`config.mk`:
```
export PLATFORM = sky130hd
export DESIGN_NAME = adc_scan_ctrl
export DESIGN_NICKNAME = d
export VERILOG_FILES = /design/src/rtl/adc_scan_pkg.sv /design/src/rtl/adc_scan_ctrl_nibble_ascii.sv /design/src/rtl/adc_scan_ctrl.sv
export SDC_FILE = /design/constraint.sdc
export NUM_CORES = 1
export LEC_CHECK = 0
export CORE_MARGIN = 3
export CORE_UTILIZATION = 34
export DETAILED_ROUTE_END_ITERATION = 10
export PLACE_DENSITY_LB_ADDON = 0.12
export SLEW_MARGIN = 30
export SYNTH_ARGS = -nofsm -noshare
export SYNTH_HDL_FRONTEND = slang
export SYNTH_HIERARCHICAL = 1
export SYNTH_SLANG_ARGS = --single-unit
export TNS_END_PERCENT = 100
```
`constraint.sdc`:
```
create_clock -name clk -period 4.6 [get_ports clk]
set_input_delay 0.69 -clock clk [delete_from_list [all_inputs] [get_ports clk]]
set_output_delay 0.69 -clock clk [all_outputs]
set_load 0.02 [all_outputs]
```
`src/rtl/adc_scan_pkg.sv`:
```
// adc_scan_pkg: shared types and constants for the ADC scan controller.
// Build option: ADC_SCAN_CRLF_EN selects a CR+LF record terminator;
// without it every record ends in a single space.
package adc_scan_pkg;

    typedef enum logic [2:0] {
        ST_IDLE  = 3'd0,
        ST_CONV  = 3'd1,
        ST_WAITC = 3'd2,
        ST_SEND  = 3'd3,
        ST_NEXT  = 3'd4
    } state_t;

    localparam logic [7:0] ASC_C     = 8'h43;
    localparam logic [7:0] ASC_COLON = 8'h3A;
    localparam logic [7:0] ASC_CR    = 8'h0D;
    localparam logic [7:0] ASC_LF    = 8'h0A;
    localparam logic [7:0] ASC_SPACE = 8'h20;
    localparam logic [7:0] ASC_ZERO  = 8'h30;
    localparam logic [7:0] ASC_A     = 8'h41;

    // Header is 'C', channel digit, ':'.
    localparam int HDR_LEN = 3;

`ifdef ADC_SCAN_CRLF_EN
    localparam int TERM_LEN = 2;
`else
    localparam int TERM_LEN = 1;
`endif

    // Hex digits needed to print an adc_w-bit sample.
    function automatic int hex_digits(input int adc_w);
        return (adc_w + 3) / 4;
    endfunction

    // Total bytes in one channel record.
    function automatic int rec_len(input int adc_w);
        return HDR_LEN + hex_digits(adc_w) + TERM_LEN;
    endfunction

endpackage

```
`src/rtl/adc_scan_ctrl_nibble_ascii.sv`:
```
// nibble_ascii: maps a 4-bit value to its uppercase ASCII hex character.
module nibble_ascii
    import adc_scan_pkg::*;
(
    input  logic [3:0] nib,
    output logic [7:0] asc
);

    // Digits 0-9 map to '0'..'9', 10-15 map to 'A'..'F'.
    always_comb begin
        if (nib < 4'd10) begin
            asc = ASC_ZERO + {4'b0000, nib};
        end else begin
            asc = ASC_A + {4'b0000, nib} - 8'd10;
        end
    end

endmodule

```
`src/rtl/adc_scan_ctrl.sv`:
```
// adc_scan_ctrl: scans NUM_CH ADC channels through an SPI master and
// prints each sample over a UART as "C<ch>:<hex><term>".
// Build option: ADC_SCAN_CRLF_EN makes the terminator CR+LF instead of ' '.
// tx handshake: a byte is loaded only when tx_busy is low and tx_load was
// low in the previous cycle; tx_data holds its value until the next load.
// dbg_state exposes the FSM state for external checkers.
module adc_scan_ctrl
    import adc_scan_pkg::*;
#(
    parameter int NUM_CH  = 4,
    parameter int ADC_W   = 8,
    parameter int PERIOD  = 1_000_000,
    parameter int TIMEOUT = 4096
) (
    input  logic             clk,
    input  logic             rst,
    input  logic             start,
    input  logic             auto_en,
    output logic             spi_start,
    output logic [2:0]       spi_ch,
    input  logic             spi_done,
    input  logic [ADC_W-1:0] spi_data,
    output logic [7:0]       tx_data,
    output logic             tx_load,
    input  logic             tx_busy,
    input  logic [2:0]       disp_sel,
    output logic [ADC_W-1:0] disp_data,
    output logic             scan_busy,
    output logic             err_timeout,
    output logic             err_overrun,
    output logic [2:0]       dbg_state
);

    localparam int ND  = hex_digits(ADC_W);
    localparam int PW  = ND * 4;
    localparam int RL  = rec_len(ADC_W);
    localparam int PCW = $clog2(PERIOD);
    localparam int TCW = $clog2(TIMEOUT + 1);

    state_t           state;
    state_t           state_nxt;
    logic [2:0]       ch;
    logic [3:0]       idx;
    logic [PCW-1:0]   pcnt;
    logic [TCW-1:0]   tcnt;
    logic             pend;
    logic [ADC_W-1:0] ch_reg [0:7];

    logic             tick;
    logic             trigger;
    logic             can_load;
    logic             last_byte;
    logic             timed_out;
    logic             last_ch;
    logic [PW-1:0]    sample_pad;
    logic [3:0]       nib;
    logic [7:0]       hex_asc;
    logic [7:0]       cur_byte;

    assign tick      = auto_en && (pcnt == PCW'(PERIOD - 1));
    assign trigger   = start || tick || pend;
    assign can_load  = !tx_busy && !tx_load;
    assign last_byte = (idx == 4'(RL - 1));
    assign timed_out = (tcnt == TCW'(TIMEOUT - 1));
    assign last_ch   = (ch == 3'(NUM_CH - 1));

    nibble_ascii u_nibble_ascii (
        .nib (nib),
        .asc (hex_asc)
    );

    // State register.
    always_ff @(posedge clk or posedge rst) begin
        if (rst) begin
            state <= ST_IDLE;
        end else begin
            state <= state_nxt;
        end
    end

    // Next-state logic.
    always_comb begin
        state_nxt = state;
        case (state)
            ST_IDLE:  if (trigger) state_nxt = ST_CONV;
            ST_CONV:  state_nxt = ST_WAITC;
            ST_WAITC: if (spi_done || timed_out) state_nxt = ST_SEND;
            ST_SEND:  if (can_load && last_byte) state_nxt = ST_NEXT;
            ST_NEXT:  state_nxt = last_ch ? ST_IDLE : ST_CONV;
            default:  state_nxt = ST_IDLE;
        endcase
    end

    // State-decoded outputs.
    always_comb begin
        spi_start = (state == ST_CONV);
        scan_busy = (state != ST_IDLE);
        spi_ch    = ch;
        dbg_state = state;
    end

    // Select the record byte addressed by idx for the current channel.
    always_comb begin
        sample_pad = PW'(ch_reg[ch]);
        nib        = 4'h0;
        for (int k = 0; k < ND; k++) begin
            if (idx == 4'(HDR_LEN + k)) nib = sample_pad[(ND - 1 - k) * 4 +: 4];
        end
        if (idx == 4'd0) begin
            cur_byte = ASC_C;
        end else if (idx == 4'd1) begin
            cur_byte = ASC_ZERO + {5'b00000, ch};
        end else if (idx == 4'd2) begin
            cur_byte = ASC_COLON;
        end else if (idx < 4'(HDR_LEN + ND)) begin
            cur_byte = hex_asc;
        end else begin
`ifdef ADC_SCAN_CRLF_EN
            cur_byte = (idx == 4'(HDR_LEN + ND)) ? ASC_CR : ASC_LF;
`else
            cur_byte = ASC_SPACE;
`endif
        end
    end

    // Datapath: period counter, overrun memory, timeout, samples, tx bytes.
    always_ff @(posedge clk or posedge rst) begin
        if (rst) begin
            ch          <= 3'd0;
            idx         <= 4'd0;
            pcnt        <= '0;
            tcnt        <= '0;
            pend        <= 1'b0;
            tx_data     <= 8'h00;
            tx_load     <= 1'b0;
            err_timeout <= 1'b0;
            err_overrun <= 1'b0;
            for (int k = 0; k < 8; k++) ch_reg[k] <= '0;
        end else begin
            tx_load <= 1'b0;

            if (!auto_en || tick) begin
                pcnt <= '0;
            end else begin
                pcnt <= pcnt + 1'b1;
            end

            // A tick during a scan is remembered once; IDLE always consumes it.
            if (tick && state != ST_IDLE) begin
                err_overrun <= 1'b1;
                pend        <= 1'b1;
            end else if (state == ST_IDLE) begin
                pend <= 1'b0;
            end

            case (state)
                ST_IDLE: begin
                    if (trigger) ch <= 3'd0;
                end
                ST_CONV: begin
                    tcnt <= '0;
                    idx  <= 4'd0;
                end
                ST_WAITC: begin
                    tcnt <= tcnt + 1'b1;
                    if (spi_done) begin
                        ch_reg[ch] <= spi_data;
                    end else if (timed_out) begin
                        ch_reg[ch]  <= '1;
                        err_timeout <= 1'b1;
                    end
                end
                ST_SEND: begin
                    if (can_load) begin
                        tx_load <= 1'b1;
                        tx_data <= cur_byte;
                        idx     <= idx + 4'd1;
                    end
                end
                ST_NEXT: begin
                    if (!last_ch) ch <= ch + 3'd1;
                end
                default: ;
            endcase
        end
    end

    // Combinational readback; out-of-range channels read zero.
    always_comb begin
        disp_data = '0;
        if ({1'b0, disp_sel} < 4'(NUM_CH)) disp_data = ch_reg[disp_sel];
    end

endmodule

```
======== Word level (Yosys, flattened, before mapping) ========
Index checks and enable logic that the tools add are counted.
storage, ports and cells
  input bits .............................. 17
  logic and storage cells ................. 114
  bits in registers ....................... 119
  output and inout port bits .............. 27
operators by class
  add/sub/neg operators ................... 8
  bitwise logic cells ..................... 4
  equal/unequal tests ..................... 17
  multiplexer cells ....................... 35
  order comparisons ....................... 6
  reductions and logical operators ........ 26
operators with widths
  operator               count
  $mux 64                2
  $mux 8                 11
  $bwmux 64              1
  $or 64x64->64          1
  $bmux 8 s3             2
  $pmux 13 s2            1
  $demux 8 s3            1
  $add 20x1->20 const B  1
  $eq 20x20->1 const B   1
  $mux 20                1
  $mux 3                 5
  $pmux 3 s5             1
  $add 13x1->13 const B  1
  $eq 13x12->1 const B   1
  $mux 4                 3
  $ne 2x2->1 const B     5
  $reduce_bool 2->1      5
  $eq 3x2->1 const B     3
  $reduce_and 3->1       3
  $add 7x4->8 const A    1
  $eq 4x2->1 const B     2
  $eq 4x3->1 const B     2
  $ge 4x4->1 const B     2
  $not 3->4              2
  other kinds (23)       38

======== Longest topological paths before layout ========
Gate-level depths: netlist of the first run.
  depth after elaboration ................. 13
  mapped depth ............................ 14
  mapped depth without buffers ............ 11

======== Modules after synthesis ========
Netlist of the first run, hierarchy kept.
modules (own cells, without submodules)
  module         seq. area each (um2)  instances  area an instance (um2)  cells an instance
  adc_scan_ctrl  2977.9                1          6319.8                  546
  nibble_ascii   0.0                   1          105.1                   16

======== Least setup slack after synthesis of the first run ========
OpenSTA, ideal clock, no wires.
  path type ............................... register -> register
  start point ............................. register ch[2] (netlist: spi_ch[2])
  end point ............................... register tx_data[2]
  slack ................................... 1.521 ns
  period minus slack after synthesis ...... 3.079 ns
  buffers on the path ..................... 3
  cell stages (with the launch flop) ...... 15
  data required time ...................... 4.479 ns
  setup time .............................. 0.121 ns
  arrival time ............................ 2.958 ns
  path through ............................ dfrtp_1 > buf_4 > buf_1 > clkbuf_1 > nand3_1 > o211ai_1 > a22oi_1 > o22ai_1 > inv_1 > ha_1 > nand2_2 > mux2_1 > a22oi_1 > o21ai_0 > a22o_1
on the way
  longest elaborated chain between the ends .. 13
  elaborated cells on any way between the ends .. 16
  classes of those cells .................. 4 x add/sub; 1 x order compare; 10 x mux; 1 x bitwise
RTL lines
  item                                         line                              text
  from (decl)                                  adc_scan_ctrl.sv:42               logic [2:0] ch;
  from (signal assigned)                       adc_scan_ctrl.sv:181              if (!last_ch) ch <= ch + 3'd1;
  $not 3->4 (implied by the code) *            adc_scan_ctrl.sv:104              sample_pad = PW'(ch_reg[ch]);
  $bmux 8 s3 *                                 adc_scan_ctrl.sv:104
  $mux 8 (implied by the code) * (2 in a row)  adc_scan_ctrl.sv:104
  $mux 4                                       adc_scan_ctrl.sv:107              if (idx == 4'(HDR_LEN + k)) nib = sample_pad[(ND - 1 - k) * 4 +: 4];
  $mux 4 *                                     adc_scan_ctrl.sv:107
  via nib[1]                                   adc_scan_ctrl.sv:56               logic [3:0] nib;
  $add 7x4->8                                  adc_scan_ctrl_nibble_ascii.sv:14  asc = ASC_A + {4'b0000, nib} - 8'd10;
  $sub 8x4->8                                  adc_scan_ctrl_nibble_ascii.sv:14
  $mux 8 *                                     adc_scan_ctrl_nibble_ascii.sv:11  if (nib < 4'd10) begin
  via hex_asc[2]                               adc_scan_ctrl.sv:57               logic [7:0] hex_asc;
  $mux 8 *                                     adc_scan_ctrl.sv:115              end else if (idx < 4'(HDR_LEN + ND)) begin
  $mux 8 *                                     adc_scan_ctrl.sv:113              end else if (idx == 4'd2) begin
  $mux 8 *                                     adc_scan_ctrl.sv:111              end else if (idx == 4'd1) begin
  $mux 8 *                                     adc_scan_ctrl.sv:109              if (idx == 4'd0) begin
  to (signal assigned)                         adc_scan_ctrl.sv:176              tx_data <= cur_byte;
  to (decl)                                    adc_scan_ctrl.sv:23               output logic [7:0] tx_data,
Mark *: on every way through the listed nets, which the timed path passes. The rest lies on a longest branch. The select of a mux whose other input is x is not followed.
A chain may end at the register's enable or synchronous reset.

======== Worst setup path in the final report of the first run ========
  start point ............................. input disp_sel[0]
  end point ............................... output disp_data[1]
on the way
  longest elaborated chain between the ends .. 5
  elaborated cells on any way between the ends .. 6
  classes of those cells .................. 1 x order compare; 4 x mux; 1 x bitwise
RTL lines
  item                                       line                  text
  from (decl)                                adc_scan_ctrl.sv:26   input logic [2:0] disp_sel,
  $not 3->4 (implied by the code)            adc_scan_ctrl.sv:191  if ({1'b0, disp_sel} < 4'(NUM_CH)) disp_data = ch_reg[disp_sel];
  $bmux 8 s3                                 adc_scan_ctrl.sv:191
  $mux 8 (implied by the code) (2 in a row)  adc_scan_ctrl.sv:191
  $mux 8 *                                   adc_scan_ctrl.sv:191
  to (decl)                                  adc_scan_ctrl.sv:27   output logic [ADC_W-1:0] disp_data,
Mark *: on every way between the ends. The rest lies on a longest branch, timed or not. The select of a mux whose other input is x is not followed.

==> key figures, run 1 <==
Critical path
  • Critical Path Slowest Stage Cell: clkdlybuf4s50_1
  • Req. time, crit path: 3910 ps
  • CP peak stage delay: 870 ps
  • WS Path Type: in2out
  • Crit path cell chain: clkdlybuf4s50_1, mux4_2, nor2b_1, clkdlybuf4s50_1
  • CP bufs+invs: 2
  • R2R Setup Slk: approximately 1300 ps
  • Crit. Startpoint: disp_sel[0]
  • Critical path capture point type: primary output
  • FF-to-FF Start: spi_ch[1]
  • Worst EP arrival: approximately 2900 ps
  • Max Fanout on Critical Path: 8
  • Critical Path Start Type: primary input
  • Largest delay contributor family on the critical path: buffers and inverters
  • Most used cell along the critical path: clkdlybuf4s50_1

Logic synthesis
  • Post-synthesis adder-cell area fraction: under 10%
  • Largest family of logic cells by synthesized area: multiplexers
  • Post-synth top flop: dfrtp_1
  • Mapped Nets: 589
  • Post-synthesis cell area: about 6400 um^2
  • Top post-synthesis cells by area: dfrtp_1 (46%), mux2_2 (7.5%), mux2_4 (5.6%)
  • Simple-Gate Fraction of Synth Area: roughly 16%
  • Post-Syn Instances: 562
  • Seq/Total Area, Yosys: a little under half
  • Post-synth top area share: a little under half
  • Yosys cell types: 67
  • Synth area leader: dfrtp_1
  • FF+latch count, synth: between 100 and 150
  • Count of yosys warnings during synthesis: 6
  • Post-synth EDFFs: 0
  • Compound-Gate Fraction of Synth Area: slightly below 10%
  • Post-synth ARST share: between 90% and 100%
  • Mux cell area share after synthesis: between 10% and 20%
  • Xor-xnor portion of the synthesized cell area: ~2.5%
  • Avg Inst Size Synth: 11.43 um^2

STA
  • Slew @ Worst Pin: about 890 ps
  • Clock Skew: between 9 and 10 ps
  • Final min period: 3555 ps
  • Final Cycle Share: between 70 and 80%
  • Slew headroom: between 40% and 50%
  • RSZ-0062 raised after global routing: false
  • Final Hold Viols: 0
  • Min Hold Slack: 455.8 ps
  • Setup_tns: 0 ps
  • Final Max Tran Viols: 0
  • Fmax: 0.2813 GHz
  • Final setup viols: 0

Detailed routing
  • Initial DRC Count: about 260
  • DRC viols: 0
  • Wire length per cell: around 19 um
  • Via count: about 4500
  • Final wirelength: ~16000 um
  • DRT antenna net count: 0
  • Vias/cell: about 5.4
  • Detailed Routing Iterations Pass 1: 4

Final layout
  • Area growth syn-to-layout: 18.46%
  • Commonest non-fill, non-tap cell in the layout: dfrtp_1
  • Footprint of the multi-input gates: ~3200 um^2
  • Final Net Count: around 630
  • Layout cell share with drive strength beyond 1: a little over a fifth
  • Reg area: 2979 um^2
  • N_diodes: 0
  • # fillers: between 1500 and 2000
  • Final Util: a little over two fifths
  • Most frequent cells in the layout: dfrtp_1 (118), mux2_2 (43), clkdlybuf4s50_1 (43)
  • Max reg flops: 64
  • Final Cell Area: 7611 um^2

Worst hold path
  • HP Start: err_overrun
  • Hold WC Path Type: reg2reg

Placement
  • Port bufs: 43
  • Routability cong.: roughly 0.80
  • DP Wirelength: approximately 11000 um
  • Area after DPL: roughly 7000 um^2

Global routing
  • Grt total ovfl: 0
  • Initial antenna violation count: 0
  • Largest net degree at the start of global routing: ~60
  • GR Util All Layers: 16.36%
  • Vias in the first global route: ~4700
  • Global-route wire length before repair: 26010 um

Pwr
  • Peak supply drop: around 290 uV
  • PwrDens: between 600 and 700 nW/um^2
  • Leakage: between 3 and 4 nW

Floorplan
  • IO Pins: 44
  • Die Y: around 140 um
  • DIE WIDTH: between 100 and 150 um
  • FP Rows: 49
  • Initial Util: roughly a third
  • Die area: 20580 um^2
  • CORE AREA: approximately 18000 um^2

Clock tree
  • CTS Buf Count: 17
  • Worst-path clk slew: ~50 ps
  • Post-CTS Resized: 0
  • Sink Count: about 120
  • Clock buffer depth: 2
  • Hold Buf Count CTS: 0
  • Clock latency on the worst-skew pair: 410 ps
  • Post CTS Setup Buffer Count: 0
  • CTS tree: done
  • Clock Root Buffer: clkbuf_16
  • H-tree depth: 4

Job
  • Max Cap Viol: 0

Outcome
  • Status: finished, final reports clean
==> final timing paths <==
check / end / cells past startpoint
min reg2reg: err_overrun / 1
max: disp_data[1] / 4
min in group asynchronous: ch_reg[52] / 2
max reg2reg: tx_data[1] / 10
max in group asynchronous: ch_reg[39] / 3
min: err_overrun / 1
==> metrics by stage <==
stage | setup slack (ps) | instances | power, mW
global placement | 999.5 | 808 | 3.325
finish | 1045 | 839 | 4.652
detailed placement | 1009 | 808 | 3.361
global route | 813.1 | 839 | 4.940
floorplan | 752.5 | 562 | 2.839
CTS | 998.5 | 839 | 4.694
==> cells in the mapped netlist, types with 3 or more instances <==
cell type and instances:
nand2_1 31, clkbuf_1 20, mux2_2 43, a22o_1 5
a22oi_1 3, or4_1 5, buf_6 4, mux2i_1 13
and4_1 6, nor2b_1 13, a221oi_1 3, nand2b_1 9
dfrtp_1 119, mux4_2 13, nor2_1 36, xor2_1 16
a211oi_1 3, inv_1 14, or3_1 3, and3_1 7
ha_1 10, o22ai_1 8, o21a_1 3, nand4_1 12
and2_1 5, a21oi_1 16, nand3b_1 5, mux2_4 24
buf_4 6, o21ai_0 25, nand3_1 25, nor3_1 6
o31ai_1 6
==> worst register-to-register path: stages, from the launching register on <==
cell and delay [ps]:
dfrtp_1 920, buf_4 290, a21oi_1 40, o21ai_0 100
a221oi_1 130, o32ai_1 810, a21oi_1 150, a21oi_1 210
nand2_1 70, a2111oi_0 410, o22a_1 170
==> metal layers <==
| layer | global-route usage [%] | part of all wire, % |
|---|---|---|
| met1 | 21.73 | 46 |
| met2 | 26.83 | 50 |
| met4 | 4.014 | 1.3 |
| met3 | 4.293 | 3.3 |
| met5 | 0 | 0 |
==> final cells by class <==
| class | instances | area share (%) |
|---|---|---|
| inverters | 15 | 0.7726 |
| well taps | 229 | 3.765 |
| repair buffers | 51 | 6.444 |
| clock inverters | 7 | 0.8713 |
| flip-flops and latches | 119 | 39.14 |
| multi-input cells | 394 | 42.15 |
| clock buffers | 24 | 6.855 |
==> power by group <==
part | internal, mW | leakage [nW] | switching (mW)
Clock | 0.837 | 0.294 | 0.468
Sequential | 1.34 | 1.51 | 0.347
Combinational | 0.865 | 1.55 | 0.796
Total | 3.04 | 3.36 | 1.61
==> cells by family (layout without fill, tap and decap cells) <==
logic type                 after synthesis  count (layout)
AOI/OAI and AO/OA                       92              92
xor gates and xnor gates                18              18
adders and majority gates               10              10
buffers and inverters                   49              97
DFF                                    119             119
muxes                                   94              94
other                                    1               1
and+or+nand+nor                        179             179
(Power assumes the default switching activity.)
==> run 2, diff against run 1 <==
==> constraint.sdc (replaced) <==
create_clock -name clk -period 3.1 [get_ports clk]
set_input_delay 0.465 -clock clk [delete_from_list [all_inputs] [get_ports clk]]
set_output_delay 0.465 -clock clk [all_outputs]
set_load 0.02 [all_outputs]
==> run 2 against run 1 <==
Register-to-register slack worse by 990 ps. Sequential power increased by 39%. Routed wire length increased by 3.0%. Die area stayed put. Sequential cell count is the same. Power up 53%. Hold slack lost 0.53 ps. Sequential share of layout area shrank 1.2 points. Final cell count rose by 2.6%. Non-clock buffer count is 21 higher. Global-route usage up 0.70 points. Combinational power rose by 66%. Largest cell class unchanged. Largest power group is now combinational cells.
==> key figures, run 2 (synthesized netlist as in run 1, its figures left out) <==
Outcome
  • Status: finished, final reports clean

Pwr
  • Peak supply drop: a little over 400 uV
  • Leakage: approximately 3.5 nW
  • PwrDens: 906.8 nW/um^2
  • Overall power: ~7.1 mW

Critical path
  • Critical R2R Capture: tx_data[2]
  • Critical Path Slowest Stage Cell: or3b_2
  • Max Fanout on Critical Path: 12
  • Worst EP arrival: 2420 ps
  • R2r worst-path depth: 13
  • WS Path Type: reg2out
  • Req. time, crit path: approximately 2600 ps
  • Crit path cell chain: or3b_2, inv_1, clkdlybuf4s50_1
  • R2R Setup Slk: 260 ps
  • FF-to-FF Start: spi_ch[2]
  • Critical path capture point type: primary output
  • Critical Path Start Type: register
  • CP peak stage delay: 650 ps

Detailed routing
  • DRT antenna net count: 0
  • Via count: around 4600
  • Wire length per cell: about 19 um
  • Initial DRC Count: 314
  • Final wirelength: ~16000 um
  • DRC viols: 0
  • Vias/cell: 5.388
  • Detailed Routing Iterations Pass 1: 4

STA
  • Fmax: ~0.35 GHz
  • Clock Skew: ~16 ps
  • Final Hold Viols: 0
  • Setup_tns: 0 ps
  • Final setup viols: 0
  • Min Hold Slack: 455.2 ps
  • Final Cycle Share: between 90 and 100%
  • Final min period: ~2900 ps
  • Worst setup margin: 216.2 ps
  • Final Max Tran Viols: 0
  • Slew @ Worst Pin: ~850 ps
  • RSZ-0062 raised after global routing: false
  • Slew headroom: 43.00%

Final layout
  • Layout cell share with drive strength beyond 1: about 24%
  • Finished Layout Cells: 861
  • Most frequent cells in the layout: dfrtp_1 (119), mux2_2 (43), clkdlybuf4s50_1 (43)
  • Max reg flops: 64
  • Final Net Count: around 650
  • Commonest non-fill, non-tap cell in the layout: dfrtp_1
  • N_diodes: 0
  • Final Cell Area: 7853 um^2
  • Area growth syn-to-layout: 22.22%
  • Final Util: 42.98%

Job
  • Max Cap Viol: 0

Placement
  • Routability cong.: 0.8063
  • DP Wirelength: approximately 12000 um
  • Pre-CTS WS: about 270 ps
  • Area after DPL: between 7000 and 8000 um^2
  • Post-Place Cells: between 800 and 900
  • Port bufs: 43

Floorplan
  • DIE WIDTH: about 140 um
  • CORE AREA: 18270 um^2
  • FP Rows: between 40 and 50
  • Die Y: ~140 um
  • Die area: ~21000 um^2
  • Initial Util: between 30% and 40%
  • IO Pins: between 40 and 50

Clock tree
  • Hold Buf Count CTS: 0
  • H-tree depth: 4
  • Sink Count: 119
  • CTS Buf Count: 17
  • Post-CTS Resized: 0
  • Clock latency on the worst-skew pair: roughly 430 ps
  • CTS tree: done
  • Clock buffer depth: 2
  • Worst-path clk slew: about 60 ps
  • Post CTS Setup Buffer Count: 0
  • Clock Root Buffer: clkbuf_16

Global routing
  • GR Util All Layers: between 10% and 20%
  • Initial antenna violation count: 0
  • Global-route wire length before repair: ~27000 um
  • Grt total ovfl: 0
  • Vias in the first global route: 4766
  • Largest net degree at the start of global routing: 36

Worst hold path
  • Hold WC Path Type: reg2reg
  • WHS Path Cells: 1
  • Worst Hold Path EP: err_overrun
  • HP Start: err_overrun
## run 2: cell count changes in the layout (fill, tap and decap cells not counted), sizes merged
cell      before  now
clkinvlp       1    8
buf            8   29
clkbuf        24   18
clkinv         6    4
bufinv         1    3
## run 2: cell type report
class	count	area, um^2
clock buffer	18	429.2
inverter	15	60.06
clock inverter	14	177.7
fill	1707	10420
multi-input combinational	394	3211
sequential	119	2978
tap	229	286.5
timing repair buffer	72	710.7
## run 2: report_power, final
part | internal [mW] | switching, mW
Clock | 1.27 | 0.747
Combinational | 1.39 | 1.37
Sequential | 1.99 | 0.361
## run 2: critical path: cells and delay by family, from the launching register on
family,cells,cell delay (ps)
and+or+nand+nor,1,650
DFF,1,500
buffers and inverters,2,840
## run 2: layer usage
layer  up-vias  share of wire (%)  routed length, um  GRT usage (%)
met2        86                 49               8104          27.54
met5         -                  0                  0              0
met4         0                1.1                184          4.906
met3        15                3.2                534          3.661
li1       2189                  -                  -              -
met1      2349                 46               7645          23.24
## run 2: how the worst max path moves through the flow
| stage | slack (ps) | cells after the start | start | end |
|---|---|---|---|---|
| global placement | 280 | 5 | disp_sel[0] | disp_data[1] |
| global route | 90 | 10 | spi_ch[0] | tx_data[1] |
| CTS | 170 | 3 | dbg_state[2] | spi_start |
| detailed placement | 270 | 5 | disp_sel[0] | disp_data[5] |
| floorplan | 20 | 14 | spi_ch[2] | tx_data[2] |
| finish | 220 | 3 | dbg_state[2] | spi_start |
==> run 3, diff against run 2 <==
--- a/config.mk
+++ b/config.mk
@@ -7,6 +7,7 @@
 export LEC_CHECK = 0
 export CORE_MARGIN = 3
 export CORE_UTILIZATION = 34
+export CTS_CLUSTER_SIZE = 8
 export DETAILED_ROUTE_END_ITERATION = 10
 export PLACE_DENSITY_LB_ADDON = 0.12
 export SLEW_MARGIN = 30
==> results of run 3 <==
Same layout as run 2: the final DEF is identical, and so are final timing and power.
